`src/rtl/cpu_defs_pkg.sv`:
```
// Shared definitions for the fetch front end: opcode constants, reset PC
// default and the packed layout of one instruction-queue entry.
package cpu_defs;

  localparam logic [6:0]  OPCODE_JAL       = 7'b1101111;
  localparam logic [31:0] INST_NOP         = 32'h00000013;
  localparam logic [31:0] DEFAULT_RESET_PC = 32'h00000000;

  // One queue slot: fetched word, its PC, and the PC predicted to follow it.
  typedef struct packed {
    logic [31:0] inst;
    logic [31:0] pc;
    logic [31:0] pred_pc;
  } iq_entry_t;

  localparam int IQ_ENTRY_W = $bits(iq_entry_t);

endpackage

```
`src/rtl/inst_queue.sv`:
```
// Parameterised circular FIFO holding fetched instructions. Head data is
// shown combinationally and forced to zero while the queue is empty.
module inst_queue
  import cpu_defs::*;
#(
  parameter int DEPTH = 4,
  parameter int AW    = 2,
  parameter int W     = IQ_ENTRY_W
) (
  input  logic          clk,
  input  logic          rst,
  input  logic          rdy,
  input  logic          flush,
  input  logic          push,
  input  logic [W-1:0]  push_data,
  input  logic          pop,
  output logic [W-1:0]  head_data,
  output logic          empty,
  output logic          full,
  output logic [AW:0]   count
);

  localparam logic [AW:0] FULL_CNT = (AW+1)'(DEPTH);

  logic [W-1:0]  r_mem [DEPTH];
  logic [AW-1:0] r_head;
  logic [AW-1:0] r_tail;
  logic [AW:0]   r_count;

  logic w_push_ok;
  logic w_pop_ok;

  assign empty     = (r_count == '0);
  assign full      = (r_count == FULL_CNT);
  assign count     = r_count;
  assign w_push_ok = push && !full;
  assign w_pop_ok  = pop && !empty;
  assign head_data = empty ? '0 : r_mem[r_head];

  // Pointer and occupancy update; flush empties the queue and drops any
  // push or pop presented in the same cycle. rdy low freezes everything.
  always_ff @(posedge clk) begin
    if (rst) begin
      r_head  <= '0;
      r_tail  <= '0;
      r_count <= '0;
    end else if (rdy) begin
      if (flush) begin
        r_head  <= '0;
        r_tail  <= '0;
        r_count <= '0;
      end else begin
        if (w_push_ok) r_tail <= r_tail + 1'b1;
        if (w_pop_ok)  r_head <= r_head + 1'b1;
        case ({w_push_ok, w_pop_ok})
          2'b10:   r_count <= r_count + 1'b1;
          2'b01:   r_count <= r_count - 1'b1;
          default: r_count <= r_count;
        endcase
      end
    end
  end

  // Storage write at the tail; contents need no reset since empty masks them.
  always_ff @(posedge clk) begin
    if (!rst && rdy && !flush && w_push_ok) begin
      r_mem[r_tail] <= push_data;
    end
  end

endmodule

```
`src/rtl/fetch_unit.sv`:
```
// Instruction-fetch front end: owns the PC, issues word fetches, predicts
// the next PC (JAL taken, otherwise pc+4) and queues fetched words.
//
// Fetch handshake: inst_valid/inst_addr form a request that stays stable
// until accepted; a transfer happens on a clock edge where inst_valid and
// inst_ready are both high (and rdy is high). inst_ready may be asserted in
// the request cycle (hit) or any number of cycles later (miss fill).
module fetch_unit
  import cpu_defs::*;
#(
  parameter int          IQ_DEPTH = 4,
  parameter int          IQ_AW    = 2,
  parameter logic [31:0] RESET_PC = DEFAULT_RESET_PC
) (
  input  logic        clk,
  input  logic        rst,
  input  logic        rdy,
  input  logic        clear,
  input  logic [31:0] redirect_pc,
  output logic        inst_valid,
  output logic [31:0] inst_addr,
  input  logic        inst_ready,
  input  logic [31:0] inst_res,
  output logic        iq_valid,
  output logic [31:0] iq_inst,
  output logic [31:0] iq_pc,
  output logic [31:0] iq_pred_pc,
  input  logic        iq_pop
);

  logic [31:0]       r_pc;
  logic              w_accept;
  logic              w_pop;
  logic              w_is_jal;
  logic [31:0]       w_jal_imm;
  logic [31:0]       w_pred_pc;
  iq_entry_t         w_push_entry;
  iq_entry_t         w_head_entry;
  logic [IQ_ENTRY_W-1:0] w_head_bits;
  logic              w_empty;
  logic              w_full;
  logic [IQ_AW:0]    w_count;

  // Request whenever there is room; suppressed during reset and flush.
  assign inst_valid = !rst && !clear && !w_full;
  assign inst_addr  = r_pc;
  assign w_accept   = inst_valid && inst_ready;
  assign w_pop      = iq_pop && !w_empty;

  // Next-PC prediction from the word arriving this cycle.
  always_comb begin
    w_is_jal  = (inst_res[6:0] == OPCODE_JAL);
    w_jal_imm = {{12{inst_res[31]}}, inst_res[19:12], inst_res[20],
                 inst_res[30:21], 1'b0};
    w_pred_pc = w_is_jal ? (r_pc + w_jal_imm) : (r_pc + 32'd4);
  end

  assign w_push_entry.inst    = inst_res;
  assign w_push_entry.pc      = r_pc;
  assign w_push_entry.pred_pc = w_pred_pc;

  // PC register: redirect on flush, advance to the prediction on accept.
  always_ff @(posedge clk) begin
    if (rst) begin
      r_pc <= RESET_PC;
    end else if (rdy) begin
      if (clear) begin
        r_pc <= redirect_pc;
      end else if (w_accept) begin
        r_pc <= w_pred_pc;
      end
    end
  end

  inst_queue #(
    .DEPTH (IQ_DEPTH),
    .AW    (IQ_AW),
    .W     (IQ_ENTRY_W)
  ) u_iq (
    .clk       (clk),
    .rst       (rst),
    .rdy       (rdy),
    .flush     (clear),
    .push      (w_accept),
    .push_data (w_push_entry),
    .pop       (w_pop),
    .head_data (w_head_bits),
    .empty     (w_empty),
    .full      (w_full),
    .count     (w_count)
  );

  assign w_head_entry = w_head_bits;
  assign iq_valid     = (w_count != '0);
  assign iq_inst      = w_head_entry.inst;
  assign iq_pc        = w_head_entry.pc;
  assign iq_pred_pc   = w_head_entry.pred_pc;

endmodule

```
`config.mk`:
```
export PLATFORM = sky130hd
export DESIGN_NAME = fetch_unit
export DESIGN_NICKNAME = d
export VERILOG_FILES = /design/src/rtl/cpu_defs_pkg.sv /design/src/rtl/inst_queue.sv /design/src/rtl/fetch_unit.sv
export SDC_FILE = /design/constraint.sdc
export NUM_CORES = 1
export LEC_CHECK = 0
export ABC_AREA = 1
export BUFFER_PORTS_ARGS = -buffer_cell sky130_fd_sc_hd__buf_4
export CAP_MARGIN = 0
export CORE_ASPECT_RATIO = 1.25
export CORE_MARGIN = 1.5
export CORE_UTILIZATION = 54
export DETAILED_ROUTE_END_ITERATION = 10
export PLACE_DENSITY_LB_ADDON = 0.2
export SETUP_SLACK_MARGIN = 0.4
export SYNTH_ARGS = -nofsm -noshare
export SYNTH_HDL_FRONTEND = slang
export SYNTH_SLANG_ARGS = --single-unit
```
`constraint.sdc`:
```
create_clock -name clk -period 7 [get_ports clk]
set_input_delay 1.4 -clock clk [delete_from_list [all_inputs] [get_ports clk]]
set_output_delay 1.4 -clock clk [all_outputs]
set_load 0.05 [all_outputs]
```
[After elaboration in Yosys (flattened, before gate mapping)]
Memories as Yosys holds them, arrays and structs flattened. A register that Yosys moved wholly into a read port is not among the register bits.
Cells that the tools add are included.
Storage, ports and cells
  bits in registers: 39
  latch bits: 0
  RAM bits: 384
  memory bits (read-only): 0
  input port bits: 70
  output and inout port bits: 130
  word-level logic and storage cells: 52
  memories kept: 1
Cells by class
  add/subtract/negate cells: 6
  multipliers: 0
  divide/modulo/power cells: 0
  magnitude comparators: 0
  equal/unequal tests: 4
  shifts and indexed selects: 0
  mux-type cells: 14
  bitwise logic cells: 0
  reduce and logical (&&, ||, !) cells: 23
Memory list
  u_iq.r_mem: words 4, width 96, rd ports 1, clocked after memory_dff 1, wr ports 1, line inst_queue.sv:25  | logic [W-1:0] r_mem [DEPTH];
Operators with widths (count)
  two-way mux 32 bit: 3
  two-way mux 96 bit: 1
  adder 32 x 3 -> 32 bit, second input constant: 1
  adder 32 bit: 1
  two-way mux 2 bit: 6
  logical AND 1 bit: 9
  AND reduction 2 bit: 4
  equality test 7 bit, second input constant: 1
  case mux 3 bit (2 select lines): 1
  nonzero test 2 bit: 3
  nonzero test 3 bit: 2
  adder 2 x 1 -> 2 bit, second input constant: 2
  logical NOT 1 bit: 4
  adder 3 x 1 -> 3 bit, second input constant: 1
  equality test 3 bit, second input constant: 1
  logical NOT 3 bit: 1
  two-way mux 3 bit: 1
  subtractor 3 x 1 -> 3 bit, second input constant: 1
  equality test 2 x 1 -> 1 bit, second input constant: 1
  equality test 2 bit, second input constant: 1
  two-way mux 1 bit: 2

[Depth between registers and ports, before layout]
Gate-level depths: netlist of run 1.
  depth in word-level cells: 8
  gate-level depth with buffers: 15
  depth with buffers taken out: 15

[By module]
From an unflattened synthesis of run 1, not the netlist that was laid out.
Unflattened totals
  cells, all modules: 2125
  area, all modules: 20211.9 um^2
By module, submodules not included
  inst_queue: times used 1, cells an instance 1208, area an instance 15349.7 um^2, sequential area each 11711.2 um^2
  fetch_unit: times used 1, cells an instance 917, area an instance 4862.2 um^2, sequential area each 640.6 um^2

[Worst setup path before layout of run 1]
OpenSTA, ideal clock, no wires.
  kind: input to register
  start: in rst
  end: mem u_iq.r_mem[0][10] (netlist bit) (enable)
  arrival time: 6.545 ns
  setup slack: -0.094 ns
  stages: 7
  cell sequence: buf_4 > nor2_2 > a21boi_2 > nand2_2 > nor2_4 > inv_1 > nor2_1
Between the ends
  longest elaborated chain between the ends: 8
  elaborated cells on any way between the ends: 10
  those cells by class: mux (2); reduce/logical (8)
Ends and longest elaborated chain
  from (decl): line fetch_unit.sv:16  | input logic rst,
  logical NOT 1 bit: line fetch_unit.sv:45  | assign inst_valid = !rst && !clear && !w_full;
  logical AND 1 bit (2 in series): line fetch_unit.sv:45
  via inst_valid: line fetch_unit.sv:20  | output logic inst_valid,
  logical AND 1 bit: line fetch_unit.sv:47  | assign w_accept = inst_valid && inst_ready;
  logical AND 1 bit: line inst_queue.sv:36  | assign w_push_ok = push && !full;
  logical AND 1 bit: line inst_queue.sv:66  | if (!rst && rdy && !flush && w_push_ok) begin
  two-way mux 1 bit: line inst_queue.sv:66
  two-way mux 1 bit (implied by the code): line inst_queue.sv:67  | r_mem[r_tail] <= push_data;
  to (decl): line inst_queue.sv:25
The timed path passes the listed nets, and every way through them passes these cells.

==> run metrics, run 1 <==
Arrival @ worst endpoint=3.03 ns; Area Overhead vs Synth=14.2%; worst-path fanout max=84; Tcrit/Tclk final=63.3%; DPL Wire Length=34.5 mm; Die X=175 um; Top delay family on crit path=buffers and inverters; min-delay src=u_iq.r_tail[0]$_SDFFE_PP0P_; Worst VDD drop=0.000207 V; fmax=0.226 GHz; Final Non-Filler Cells=2,726; Synth top cells by count=463 x nor2_1, 380 x edfxtp_1, 311 x nand2_1; Hold WC Path Type=reg2reg; Max clock buf depth=3; CTS root buf=clkbuf_16; Cells after DPL=2,656; clk_skew=0.0157 ns; top-count cell post-synth=nor2_1; Synthesis Warnings=0; clock latency on the worst-skew pair=0.54 ns; post-synth top area cell=edfxtp_1; static leakage=9.03 nW; Hold Buf Count CTS=0; nets=2,325; cell breakdown of the critical path=clkinv_2 -> buf_4 -> nor2_1 -> o21ai_0 -> a21oi_1 -> buf_4; global-route wire length before repair=81.8 mm; Critical R2R Launch=inst_addr[2]$_SDFFE_PP0P_; grt ovf=0; Clock transition at path regs=0.06 ns; vias in the first global route=14.7k; CTS Sinks=421; CORE AREA=0.0364 sq mm; PwrDens=247 mW/mm^2; drt pass-1 iters=6; Setup crit end kind=output port; Setup Viol. Count Final=0; largest net degree at the start of global routing=111; CTS H-tree depth=2; synthesized area per cell=9.59 sq um; DR WL/cell=19.6 um; critical path class=reg2out; std cell rows=78; sequential fraction of the synthesis area=61.1%; RSZ-0062 raised after global routing=false; Synth cell types=48; Via Count=15.2k; Die H=218 um; post-DR vias/cell=5.58; # diodes=0; Initial Util=55.0%; Synth area leaders=edfxtp_1 57%, nor2_1 8.7%, o21ai_0 5.8%; Worst-Margin Slew=1.12 ns; io pins=200; synthesized flop and latch total=421; number of enable flip-flop cells after synthesis=380; critical path startpoint category=flip-flop; crit-path max cell delay=0.69 ns; Placer Congestion=0.953; initial antenna violation count=0; Num CTS Buffers=40; I/O Buffers=199; DR iter-0 viols=1,412; worst path required time=5.60 ns; Total GRT Usage=28.0%; status=finished clean; final antenna-violating net count=0; Max Slew Vio Count=0; Top cell by count, worst path=buf_4; Top FF cell, synth=edfxtp_1; Post-Syn Area=0.0200 sq mm; Post-synth ARST share=0%; cells after synthesis=2,089; CTS tree=done; Post-CTS Setup Bufs=0; CTS-repair resized insts=0; Crit-path slowest cell=dfxtp_4; Worst Path Buf+Inv=3; DRC errors left=0; Max Cap Viol=0; Hold WS=0.522 ns; Post-Syn Nets=2,196; total die area=0.0383 sq mm; Yosys top cell area share=57.0%; Final min period=4.43 ns; final hold vios=0; share of layout cells above drive strength 1=13.7%; normalized max-slew margin=25.3%; final WL=53.5 mm
-- routing by layer --
| metal | global-route usage, % | vias to the layer above | part of all wire (%) |
|---|---|---|---|
| met3 | 3.57 | 90 | 6.8 |
| met5 | 0 | - | 0 |
| met2 | 46.1 | 561 | 48 |
| li1 | - | 7304 | - |
| met1 | 38.2 | 7250 | 42 |
| met4 | 10.7 | 0 | 3.4 |
-- kinds of logic (layout without fill, tap and decap cells) --
family / Yosys count / in the layout / synth area share (%)
flops: 421 / 421 / 61.1
compound gates: 432 / 432 / 11.2
simple gates: 901 / 901 / 18.3
buf+inv: 274 / 431 / 5.91
fa+ha+maj: 37 / 37 / 2.39
xor+xnor: 24 / 24 / 1.05
-- report_power, final --
part	internal (mW)	switching, mW
combinational	0.227	0.579
sequential	2.78	0.0664
clock	1.10	0.887
-- per-stage QoR --
step	total power [mW]	worst slack (ns)	TNS [ns]	instance area (sq um)	utilization (%)
floorplan	3.43	-0.0944	-35.88	20000	-
global placement	3.69	2.83	0	21700	59.6
detailed placement	3.70	2.80	0	21700	59.6
CTS	5.66	2.58	0	22900	62.8
global route	5.84	2.37	0	22900	62.8
finish	5.64	2.57	0	22900	62.8
-- cells in the final DEF, fill, tap and decap left out, types with 39 or more instances in the layout --
master / n
nor2_1: 459
edfxtp_1: 380
nand2_1: 311
inv_1: 140
nand3_1: 64
buf_4: 212
dfxtp_1: 39
a21oi_1: 160
clkbuf_16: 41
o21ai_0: 234
-- sequential cells by signal, indices dropped and copies added, names as in the netlist, named ones only --
signal,cells
u_iq.count,3
u_iq.r_head,2
u_iq.r_mem,380
u_iq.r_tail,2
inst_addr,32
-- final cells by class --
cell class                 instances  area [sq um]
inverter                         146           552
clock inverter                    21           115
tap                              480           601
fill                            2951         13500
clock buffer                      49          1060
timing repair buffer             215          1650
multi-input combinational       1394          6650
sequential                       421         12200
-- worst min-delay path, delay by kind of cell (launching register included) --
| family | cells | cell delay (ns) |
|---|---|---|
| flip-flops | 1 | 0.34 |
| AND/OR/NAND/NOR | 1 | 0.08 |
| AO/OA/AOI/OAI | 1 | 0.06 |
-- final timing paths --
path                                 endpoint  slack [ns]  cells after the start
setup / recovery                iq_pred_pc[3]        2.57                      6
hold / removal    u_iq.r_tail[0]$_SDFFE_PP0P_        0.52                      2
setup reg to reg   inst_addr[15]$_SDFFE_PP0P_        4.02                     13
hold reg to reg   u_iq.r_tail[0]$_SDFFE_PP0P_        0.52                      2
Note: power is estimated with default switching activity, not from simulation.
==> run 2: changes to the inputs <==
Clock period 7 ns to 3.7 ns, I/O delays scaled along.
==> run 2 against run 1 <==
Against the previous run:
- routed wire length up 2.2%
- combinational power up 100%
- power up 99%
- sequential power up 87%
- die area unchanged
- clock skew up 0.0078 ns
- sequential cell count unchanged
- first-iteration DRC count up 0.78%
- largest power group unchanged
==> run metrics, run 2 (synthesized netlist as in run 1, its figures left out) <==
status=finished clean; Max Slew Vio Count=0; Worst-Margin Slew=1.13 ns; critical path class=reg2out; Die X=175 um; nets=2,353; vias in the first global route=14.9k; final antenna-violating net count=0; grt ovf=0; clock latency on the worst-skew pair=0.55 ns; CTS tree=done; static leakage=9.29 nW; Setup crit end kind=output port; Arrival @ worst endpoint=2.42 ns; Crit-path slowest cell=dfxtp_4; fmax=0.317 GHz; worst path required time=2.96 ns; std cell rows=78; total die area=0.0383 sq mm; crit-path max cell delay=0.58 ns; max reg flops=380; Placer Congestion=0.974; Tcrit/Tclk final=85.4%; Area Overhead vs Synth=16.8%; Initial Util=55.0%; CORE AREA=0.0364 sq mm; setup tns final=0 ns; CTS H-tree depth=2; PwrDens=480 mW/mm^2; global-route wire length before repair=84.3 mm; Total GRT Usage=28.8%; post-DR vias/cell=5.60; cell breakdown of the critical path=clkinv_2 -> buf_6 -> nor2_1 -> o21ai_0 -> a21oi_1 -> buf_4; Layout fillers=2,909; Setup WS post-layout=0.541 ns; Hold WC Path Type=in2reg; Largest Register=u_iq.r_mem; CTS Sinks=421; DR iter-0 viols=1,423; Via Count=15.4k; drt pass-1 iters=7; DR WL/cell=19.8 um; largest net degree at the start of global routing=109; final WL=54.7 mm; Place WS=0.701 ns; # diodes=0; io pins=200; Max clock buf depth=3; DRC errors left=0; I/O Buffers=199; worst-path fanout max=67; Max Cap Viol=0; CTS root buf=clkbuf_16; Die H=218 um; Setup Viol. Count Final=0; Worst VDD drop=0.000378 V; critical path startpoint category=flip-flop; most frequent cells in the layout=459 x nor2_1, 380 x edfxtp_1, 311 x nand2_1; commonest non-fill, non-tap cell in the layout=nor2_1; Hold Buf Count CTS=0; RSZ-0062 raised after global routing=false; DPL Wire Length=36.2 mm; Layout Utilization=64.3%; clk_skew=0.0235 ns; final hold vios=0; Num CTS Buffers=42; initial antenna violation count=0; Final min period=3.16 ns; Clock transition at path regs=0.06 ns; share of layout cells above drive strength 1=15.0%; total power=11.2 mW; normalized max-slew margin=24.3%
run 2: metal layers:
metal | part of all wire (%) | GRT usage [%] | vias to the layer above
li1 | - | - | 7362
met1 | 43 | 39.2 | 7453
met2 | 49 | 48.7 | 551
met3 | 6.2 | 3.57 | 72
met4 | 2.3 | 8.32 | 0
met5 | 0 | 0 | -
run 2: report_power, final:
group          switching [mW]  internal, mW
Sequential             0.0643          5.26
Combinational            1.17         0.462
Clock                    1.70          2.58
run 2: worst max-delay path, delay by kind of cell (launching register included):
kind	cells	cell delay, ns
buffers and inverters	3	0.63
DFF	1	0.58
AOI/OAI and AO/OA	2	0.37
and+or+nand+nor	1	0.18
run 2: path summary, 6_finish.rpt:
path	start	to	slack [ns]	cells after the start
worst max-delay path	flip-flop	iq_pred_pc[1]	0.54	6
worst min register to register	u_iq.r_tail[0]$_SDFFE_PP0P_	u_iq.r_tail[0]$_SDFFE_PP0P_	0.53	2
worst min-delay path	inst_res[11]	u_iq.r_mem[3][75]$_DFFE_PP_	0.41	1
worst max register to register	inst_addr[2]$_SDFFE_PP0P_	inst_addr[21]$_SDFFE_PP0P_	0.90	13
run 2: final cells by class:
| cell class | count | area (sq um) | share of cell area, % |
|---|---|---|---|
| Multi-Input combinational cell | 1394 | 6660 | 28.4 |
| Clock inverter | 20 | 253 | 1.08 |
| Sequential cell | 421 | 12200 | 52.3 |
| Clock buffer | 57 | 1140 | 4.87 |
| Tap cell | 480 | 601 | 2.57 |
| Timing Repair Buffer | 241 | 1960 | 8.38 |
| Inverter | 146 | 552 | 2.36 |
run 2: per-stage QoR:
stage / area [sq um] / hold slack, ns / cells
floorplan: 20100 / 0.472 / 2089
global placement: 22000 / 0.489 / 2681
detailed placement: 22000 / 0.498 / 2681
CTS: 23400 / 0.384 / 2759
global route: 23400 / 0.388 / 2759
finish: 23400 / 0.407 / 2759
run 2: what timing repair did:
action / in CTS / in global routing
hold endpoints to repair: 0 / 0
resized for setup: 0 / 2
setup endpoints to repair: 37 / 19
setup buffers: 1 / 0
cloned: 0 / 0
pin swaps: 0 / 0
==> run 3: changes to the inputs <==
Settings changed: PLACE_DENSITY set to 0.86, PLACE_DENSITY_LB_ADDON 0.2 to unset.
==> run 3 against run 2 <==
Against the previous run:
- die area unchanged
- clock power decreased by 6.5%
- clock-buffer cell count decreased by 4
- clock skew increased by 0.0011 ns
- critical path type unchanged
- highest routed layer unchanged
==> run metrics, run 3 (synthesized netlist as in run 1, its figures left out) <==
Crit-path slowest cell=buf_6; Setup crit end kind=output port; Setup WS post-layout=0.480 ns; DR WL/cell=20.5 um; status=finished clean; combinational power share=14.9%; Placer Congestion=0.989; most frequent cells in the layout=459 x nor2_1, 380 x edfxtp_1, 311 x nand2_1; part of the power in registers=48.6%; final hold vios=0; worst path required time=2.96 ns; Largest Register=u_iq.r_mem; fmax=0.311 GHz; CORE AREA=0.0364 sq mm; Top cell by count, worst path=nor2_1; Switching Share=27.0%; clock network fraction of design power=36.5%; normalized max-slew margin=33.1%; Setup Viol. Count Final=0; # diodes=0; CTS H-tree depth=2; commonest non-fill, non-tap cell in the layout=nor2_1; Worst-Margin Slew=1.00 ns; Sw Pwr=2.97 mW; I/O Buffers=199; Max Cap Viol=0; total die area=0.0383 sq mm; CTS tree=done; Area Overhead vs Synth=16.1%; PwrDens=472 mW/mm^2; CTS Sinks=421; cell breakdown of the critical path=buf_6 -> nor2_1 -> nor2_1 -> o21ai_0 -> a21oi_1 -> buf_4; Tcrit/Tclk final=87.0%; DRC errors left=0; static leakage=9.22 nW; final WL=56.5 mm; std cell rows=78; worst-path fanout max=74; max reg flops=380; Max Slew Vio Count=0; setup tns final=0 ns; Die X=175 um; io pins=200; final antenna-violating net count=0; DPL Wire Length=37.0 mm; vias in the first global route=15.4k; Hold WC Path Type=in2reg; largest net degree at the start of global routing=117; share of layout cells above drive strength 1=14.9%; Die H=218 um; Via Count=15.8k; Max clock buf depth=3; nets=2,352; RSZ-0062 raised after global routing=false; Arrival @ worst endpoint=2.48 ns; Reg2Reg Setup Slack=0.90 ns; DR iter-0 viols=1,744; critical path class=reg2out; Worst VDD drop=0.000319 V; Layout Utilization=63.9%; clock latency on the worst-skew pair=0.55 ns; Num CTS Buffers=40; Total GRT Usage=29.4%; clk_skew=0.0246 ns; Internal=8.00 mW; CTS root buf=clkbuf_16; post-DR vias/cell=5.75; Hold Buf Count CTS=0; global-route wire length before repair=85.8 mm; crit-path max cell delay=0.48 ns; Clock transition at path regs=0.06 ns; Final min period=3.22 ns; drt pass-1 iters=5; grt ovf=0; initial antenna violation count=0; Initial Util=55.0%; critical path startpoint category=flip-flop; Place WS=0.765 ns
run 3: layer usage:
metal / routed length (um) / up-vias / track usage [%]
met5: 0 / - / 0
met4: 1970 / 0 / 11.3
met3: 4390 / 128 / 4.40
met2: 28000 / 764 / 49.9
met1: 22100 / 7576 / 38.2
li1: - / 7367 / -
run 3: per-stage QoR:
step | std cells | hold WS, ns | power (mW) | area [sq um]
detailed placement | 2683 | 0.495 | 7.04 | 22000
CTS | 2755 | 0.397 | 11.0 | 23200
global route | 2755 | 0.397 | 11.3 | 23300
finish | 2755 | 0.418 | 11.0 | 23300
floorplan | 2089 | 0.472 | 6.49 | 20100
global placement | 2683 | 0.486 | 7.01 | 22000
run 3: timing repair:
| action | CTS | global route |
|---|---|---|
| resized for setup | 1 | 1 |
| endpoints found under the setup margin | 2 | 11 |
| buffers inserted | 0 | 0 |
run 3: power groups by stage:
stage / Sequential (mW) / Combinational, mW / Clock [mW]
2_1_floorplan: 5.41 / 1.08 / 0
3_3_place_gp: 5.42 / 1.58 / 0
3_5_place_dp: 5.42 / 1.61 / 0
4_1_cts: 5.32 / 1.63 / 4.03
5_1_grt: 5.33 / 1.76 / 4.23
6_report: 5.33 / 1.64 / 4.00
run 3: worst max-delay path: cells and delay by family (launching register included):
family | cells | cell delay, ns
AND/OR/NAND/NOR | 2 | 0.27
AO/OA/AOI/OAI | 2 | 0.42
buffers and inverters | 2 | 0.75
flip-flops | 1 | 0.42
run 3: path summary, 6_finish.rpt:
check	from	endpoint	depth (start not counted)
max	flip-flop	iq_pc[0]	6
min	inst_res[10]	u_iq.r_mem[3][74]$_DFFE_PP_	1
max reg2reg	inst_addr[2]$_SDFFE_PP0P_	inst_addr[5]$_SDFFE_PP0P_	11
min reg2reg	u_iq.r_tail[0]$_SDFFE_PP0P_	u_iq.r_tail[0]$_SDFFE_PP0P_	2
run 3: area by class of cell:
cell class                      instances  area, sq um
Clock buffer                           53         1090
Clock inverter                         19          175
Fill cell                            2829        13200
Inverter                              146          554
Multi-Input combinational cell       1394         6660
Sequential cell                       421        12200
Tap cell                              480          601
Timing Repair Buffer                  242         1930
